===== src/rtl/chunked_serial_adder.sv =====
// Multi-cycle adder/subtractor: adds CHUNK bits per clock through a CHUNK-bit
// ripple stage, holding the carry in a register between chunks.
module chunked_serial_adder #(
   parameter int WIDTH = 16,
   parameter int CHUNK = 4
) (
   input  logic             clk,
   input  logic             rst,
   input  logic             in_valid,
   output logic             in_ready,
   input  logic [WIDTH-1:0] a,
   input  logic [WIDTH-1:0] b,
   input  logic             cin,
   input  logic             sub,
   output logic             out_valid,
   input  logic             out_ready,
   output logic [WIDTH-1:0] sum,
   output logic             cout,
   output logic             overflow
);

   localparam int NCHUNK = WIDTH / CHUNK;
   localparam int CW     = (NCHUNK > 1) ? $clog2(NCHUNK) : 1;

   typedef enum logic [1:0] {IDLE, RUN, DONE} state_t;

   state_t           state_q, state_d;
   logic [CW-1:0]    cnt_q, cnt_d;
   logic [WIDTH-1:0] a_q, a_d;
   logic [WIDTH-1:0] b_q, b_d;
   logic             carry_q, carry_d;
   logic [WIDTH-1:0] sum_q, sum_d;
   logic             cout_q, cout_d;
   logic             ovf_q, ovf_d;
   logic             in_ready_q, in_ready_d;
   logic             out_valid_q, out_valid_d;

   int unsigned      base;
   logic [CHUNK-1:0] a_sl, b_sl, s_sl;
   logic             c_rip, c_msb;

   always_comb begin
      state_d     = state_q;
      cnt_d       = cnt_q;
      a_d         = a_q;
      b_d         = b_q;
      carry_d     = carry_q;
      sum_d       = sum_q;
      cout_d      = cout_q;
      ovf_d       = ovf_q;

      base  = 32'(cnt_q) * 32'(CHUNK);
      a_sl  = a_q[base +: CHUNK];
      b_sl  = b_q[base +: CHUNK];
      s_sl  = '0;
      c_rip = carry_q;
      c_msb = carry_q;
      // c_msb ends up holding the carry into the chunk's top bit
      for (int unsigned i = 0; i < CHUNK; i++) begin
         c_msb   = c_rip;
         s_sl[i] = a_sl[i] ^ b_sl[i] ^ c_rip;
         c_rip   = (a_sl[i] & b_sl[i]) | (c_rip & (a_sl[i] ^ b_sl[i]));
      end

      case (state_q)
         IDLE: begin
            if (in_valid && in_ready_q) begin
               a_d     = a;
               b_d     = b ^ {WIDTH{sub}};
               carry_d = cin ^ sub;
               sum_d   = '0;
               cnt_d   = '0;
               state_d = RUN;
            end
         end
         RUN: begin
            sum_d[base +: CHUNK] = s_sl;
            carry_d = c_rip;
            if (cnt_q == CW'(NCHUNK - 1)) begin
               cout_d  = c_rip;
               ovf_d   = c_msb ^ c_rip;
               cnt_d   = '0;
               state_d = DONE;
            end else begin
               cnt_d = cnt_q + CW'(1);
            end
         end
         DONE: begin
            if (out_valid_q && out_ready) state_d = IDLE;
         end
         default: state_d = IDLE;
      endcase

      in_ready_d  = (state_d == IDLE);
      out_valid_d = (state_d == DONE);
   end

   always_ff @(posedge clk) begin
      if (rst) begin
         state_q     <= IDLE;
         cnt_q       <= '0;
         a_q         <= '0;
         b_q         <= '0;
         carry_q     <= 1'b0;
         sum_q       <= '0;
         cout_q      <= 1'b0;
         ovf_q       <= 1'b0;
         in_ready_q  <= 1'b1;
         out_valid_q <= 1'b0;
      end else begin
         state_q     <= state_d;
         cnt_q       <= cnt_d;
         a_q         <= a_d;
         b_q         <= b_d;
         carry_q     <= carry_d;
         sum_q       <= sum_d;
         cout_q      <= cout_d;
         ovf_q       <= ovf_d;
         in_ready_q  <= in_ready_d;
         out_valid_q <= out_valid_d;
      end
   end

   assign in_ready  = in_ready_q;
   assign out_valid = out_valid_q;
   assign sum       = sum_q;
   assign cout      = cout_q;
   assign overflow  = ovf_q;

endmodule

===== config.mk =====
export PLATFORM = sky130hd
export DESIGN_NAME = chunked_serial_adder
export DESIGN_NICKNAME = d
export VERILOG_FILES = /design/src/rtl/chunked_serial_adder.sv
export SDC_FILE = /design/constraint.sdc
export NUM_CORES = 1
export LEC_CHECK = 0
export ABC_AREA = 1
export BUFFER_PORTS_ARGS = -buffer_cell sky130_fd_sc_hd__buf_4
export CAP_MARGIN = 20
export CORE_ASPECT_RATIO = 0.6
export CORE_MARGIN = 1.5
export CORE_UTILIZATION = 56
export CTS_BUF_LIST = sky130_fd_sc_hd__clkbuf_4 sky130_fd_sc_hd__clkbuf_8
export DETAILED_ROUTE_END_ITERATION = 10
export PLACE_DENSITY = 0.88
export SETUP_SLACK_MARGIN = 0.3
export SYNTH_ARGS = -nofsm -noshare
export SYNTH_HDL_FRONTEND = slang
export SYNTH_SLANG_ARGS = --single-unit

===== constraint.sdc =====
create_clock -name clk -period 3.69 [get_ports clk]
set_clock_uncertainty 0.15 [all_clocks]
set_input_delay 1.107 -clock clk [delete_from_list [all_inputs] [get_ports clk]]
set_output_delay 1.107 -clock clk [all_outputs]
set_load 0.02 [all_outputs]

==> results by group <==
Status
  • Status: complete, no violations

Global route
  • Initial antenna violation count: 0
  • Total gr overflow: 0
  • Vias in the first global route: 2269
  • Pin count of the biggest net entering global routing: 51
  • Global-route wire length before repair: 10500 um
  • GR Util All Layers: 25.9%

Synth
  • Seq/Total Area, Yosys: 42.0%
  • Mapped Cells: 359
  • Post-Synth Simple-Gate Area: 24.7%
  • Post-Syn Area: 0.00272 sq mm
  • Count of cell types in the netlist: 27
  • Main combinational cell family by area after synthesis: simple AND/OR/NAND/NOR gates
  • Xor/xnor share of the synthesized area: 5.47%
  • Warnings, synthesis: 0
  • Mux share of post-synthesis cell area: 0%
  • Synth Area in Compound Gates: 15.8%
  • Adder-Cell Fraction of Synth Area: 4.78%
  • Syn_nets: 405
  • Avg Cell Area, Syn: 7.58 sq um
  • Yosys reg bits: 57

Setup path
  • Worst Path Max Fanout: 12
  • Crit path kind: reg2reg
  • Setup crit end kind: register
  • CP Data Required Time: 3.76 ns
  • Data arrival, critical path: 3.21 ns
  • Max incr delay on CP: 0.57 ns
  • Crit path top cell by count: fa_1
  • CP Buf/Inv Count: 3
  • Crit-path leading delay family: adder cells
  • Slowest cell on crit path: dfxtp_1
  • Crit path cell chain: o21ai_0 -> o22a_1 -> fa_1 -> inv_1 -> fa_1 -> inv_1 -> fa_1 -> inv_1 -> fa_1 -> nand2_1 -> nor2_1 -> nand2_1 -> a21oi_1
  • Critical path startpoint category: register

Route
  • Wirelength per Cell: 13.5 um
  • Via-per-instance ratio: 5.44
  • Routed Antenna Nets: 0
  • DRT Pass-1 Iters: 6
  • Vias: 2589
  • DRT Wirelength: 6410 um
  • Initial DRC count: 190
  • DR DRC count: 0

Timing
  • Fin worst setup slack: 0.543 ns
  • Max-slew headroom: 58.1%
  • Max Fclk: 318 MHz
  • Least-Margin Pin Slew: 0.627 ns
  • Slew Viols, Final: 0
  • Hold Fails Final Rpt: 0
  • Fin crit period: 3.15 ns
  • RSZ-0062 raised after global routing: false
  • Final setup viols: 0
  • Fin crit share: 85.3%
  • Final TNS setup: 0 ns

Floorplan
  • # IOs: 58
  • Die width: 93.0 um
  • Die area: 0.00530 sq mm
  • # rows: 19
  • Core Region: 0.00461 sq mm
  • Die Y: 57.0 um
  • Initial Util: 59.0%

Clocking
  • Post-CTS Setup Bufs: 0
  • CTS Buffer Depth: 2
  • Post-CTS resize count: 0
  • Clock Latency Late Sink: 0.34 ns
  • CTS root buffer: clkbuf_8
  • Reg clk slew, reported paths: 0.07 ns
  • # hold bufs at CTS: 0
  • Total CTS buffers: 9
  • H-tree levels: 3
  • CTS tree: built
  • Clk sink count: 57

Placed design
  • Number of buffers added on ports: 57
  • Placed cell area: 0.00311 sq mm
  • DP Worst Slack: 0.522 ns
  • Gpl congestion: 0.942
  • Placed cells: 460
  • Hpwl dp: 4540 um

Layout
  • Final-layout fill cell count: 379
  • Design area: 0.00329 sq mm
  • Commonest non-fill, non-tap cells in the layout: nand2_1, nor2_1, buf_4
  • Nets@finish: 454
  • Post-Layout Cell Count: 476
  • Layout area overhead: 20.8%
  • Commonest non-fill, non-tap cell in the layout: nand2_1
  • Diodes inserted: 0
  • Layout cell share with drive strength beyond 1: 21.1%

Pwr
  • Maximum VDD drop: 0.272 mV
  • Pwr dens: 461 mW/mm^2
  • Static leakage: 1.39 nW

Job
  • Maxcap violations: 0

Hold path
  • Hold Path Class: reg2reg
[logic make-up (layout without fill, tap and decap cells)]
group                      Yosys count  count (layout)
and+or+nand+nor                    158             158
AOI/OAI and AO/OA                   81              81
DFF                                 57              57
buffers and inverters               38              92
xor gates and xnor gates            17              17
adders and majority gates            8               8
[stage by stage]
stage,hold slack (ns),power [mW],util (%)
4_1_cts,0.319,1.51,71.3
3_3_place_gp,0.303,0.992,67.3
3_5_place_dp,0.309,1.00,67.3
6_report,0.318,1.52,71.3
2_1_floorplan,0.290,0.919,-
5_1_grt,0.332,1.59,71.3
[where the power goes]
| part | switching, mW | internal [mW] |
|---|---|---|
| Clock | 0.258 | 0.260 |
| Sequential | 0.0265 | 0.658 |
| Combinational | 0.191 | 0.121 |
| Total | 0.476 | 1.04 |
[worst reg2reg max path, delay by kind of cell, from the launching register on]
family | cells | cell delay, ns
AO/OA/AOI/OAI | 3 | 0.46
flip-flops | 1 | 0.57
buffers and inverters | 3 | 0.22
AND/OR/NAND/NOR | 3 | 0.27
adder cells (fa/ha/maj) | 4 | 1.37
[final timing paths]
check	from	end	slack, ns	cells past startpoint
hold reg to reg	b_q[6]$_SDFFE_PP0P_	b_q[6]$_SDFFE_PP0P_	0.32	2
setup / recovery	cnt_q[1]$_SDFFE_PP0P_	sum[15]$_SDFFE_PP0P_	0.54	13
setup reg to reg	cnt_q[1]$_SDFFE_PP0P_	sum[15]$_SDFFE_PP0P_	0.54	13
hold / removal	b_q[6]$_SDFFE_PP0P_	b_q[6]$_SDFFE_PP0P_	0.32	2
[metal layers]
metal | GRT usage (%) | routed length [um]
met5 | 0 | 0
met2 | 38.2 | 2810
met4 | 8.87 | 115
met3 | 7.60 | 630
met1 | 36.5 | 2850
[cell usage after synthesis, drive strengths merged]
cell type  instances  area, sq um
nand4              2         12.5
ha                 4         50.1
nand3             24          130
o22a               4         35.0
clkbuf             7         26.3
nor3               6         35.0
inv               17         63.8
dfxtp             57         1140
a21oi             40          204
fa                 4         80.1
nor2              63          254
nand2             63          239
o22ai              4         25.0
xor2              17          149
buf               14          110
o21ai             33          165
[area by class of cell]
class	count	area, sq um	area share, %
Clock buffer	10	138	4.19
Tap cell	63	78.8	2.40
Timing Repair Buffer	59	443	13.5
Clock inverter	6	43.8	1.33
Sequential cell	57	1140	34.7
Multi-Input combinational cell	264	1380	41.9
Inverter	17	63.8	1.94
[registers in the layout, summed over array words and instances, names as in the netlist]
| register | flops |
|---|---|
| out_valid | 1 |
| b_q | 16 |
| overflow | 1 |
| cnt_q | 2 |
| in_ready | 1 |
| state_q | 2 |
| cout | 1 |
| sum | 16 |
| carry_q | 1 |
| a_q | 16 |
Power figures use the tool's default switching activity.
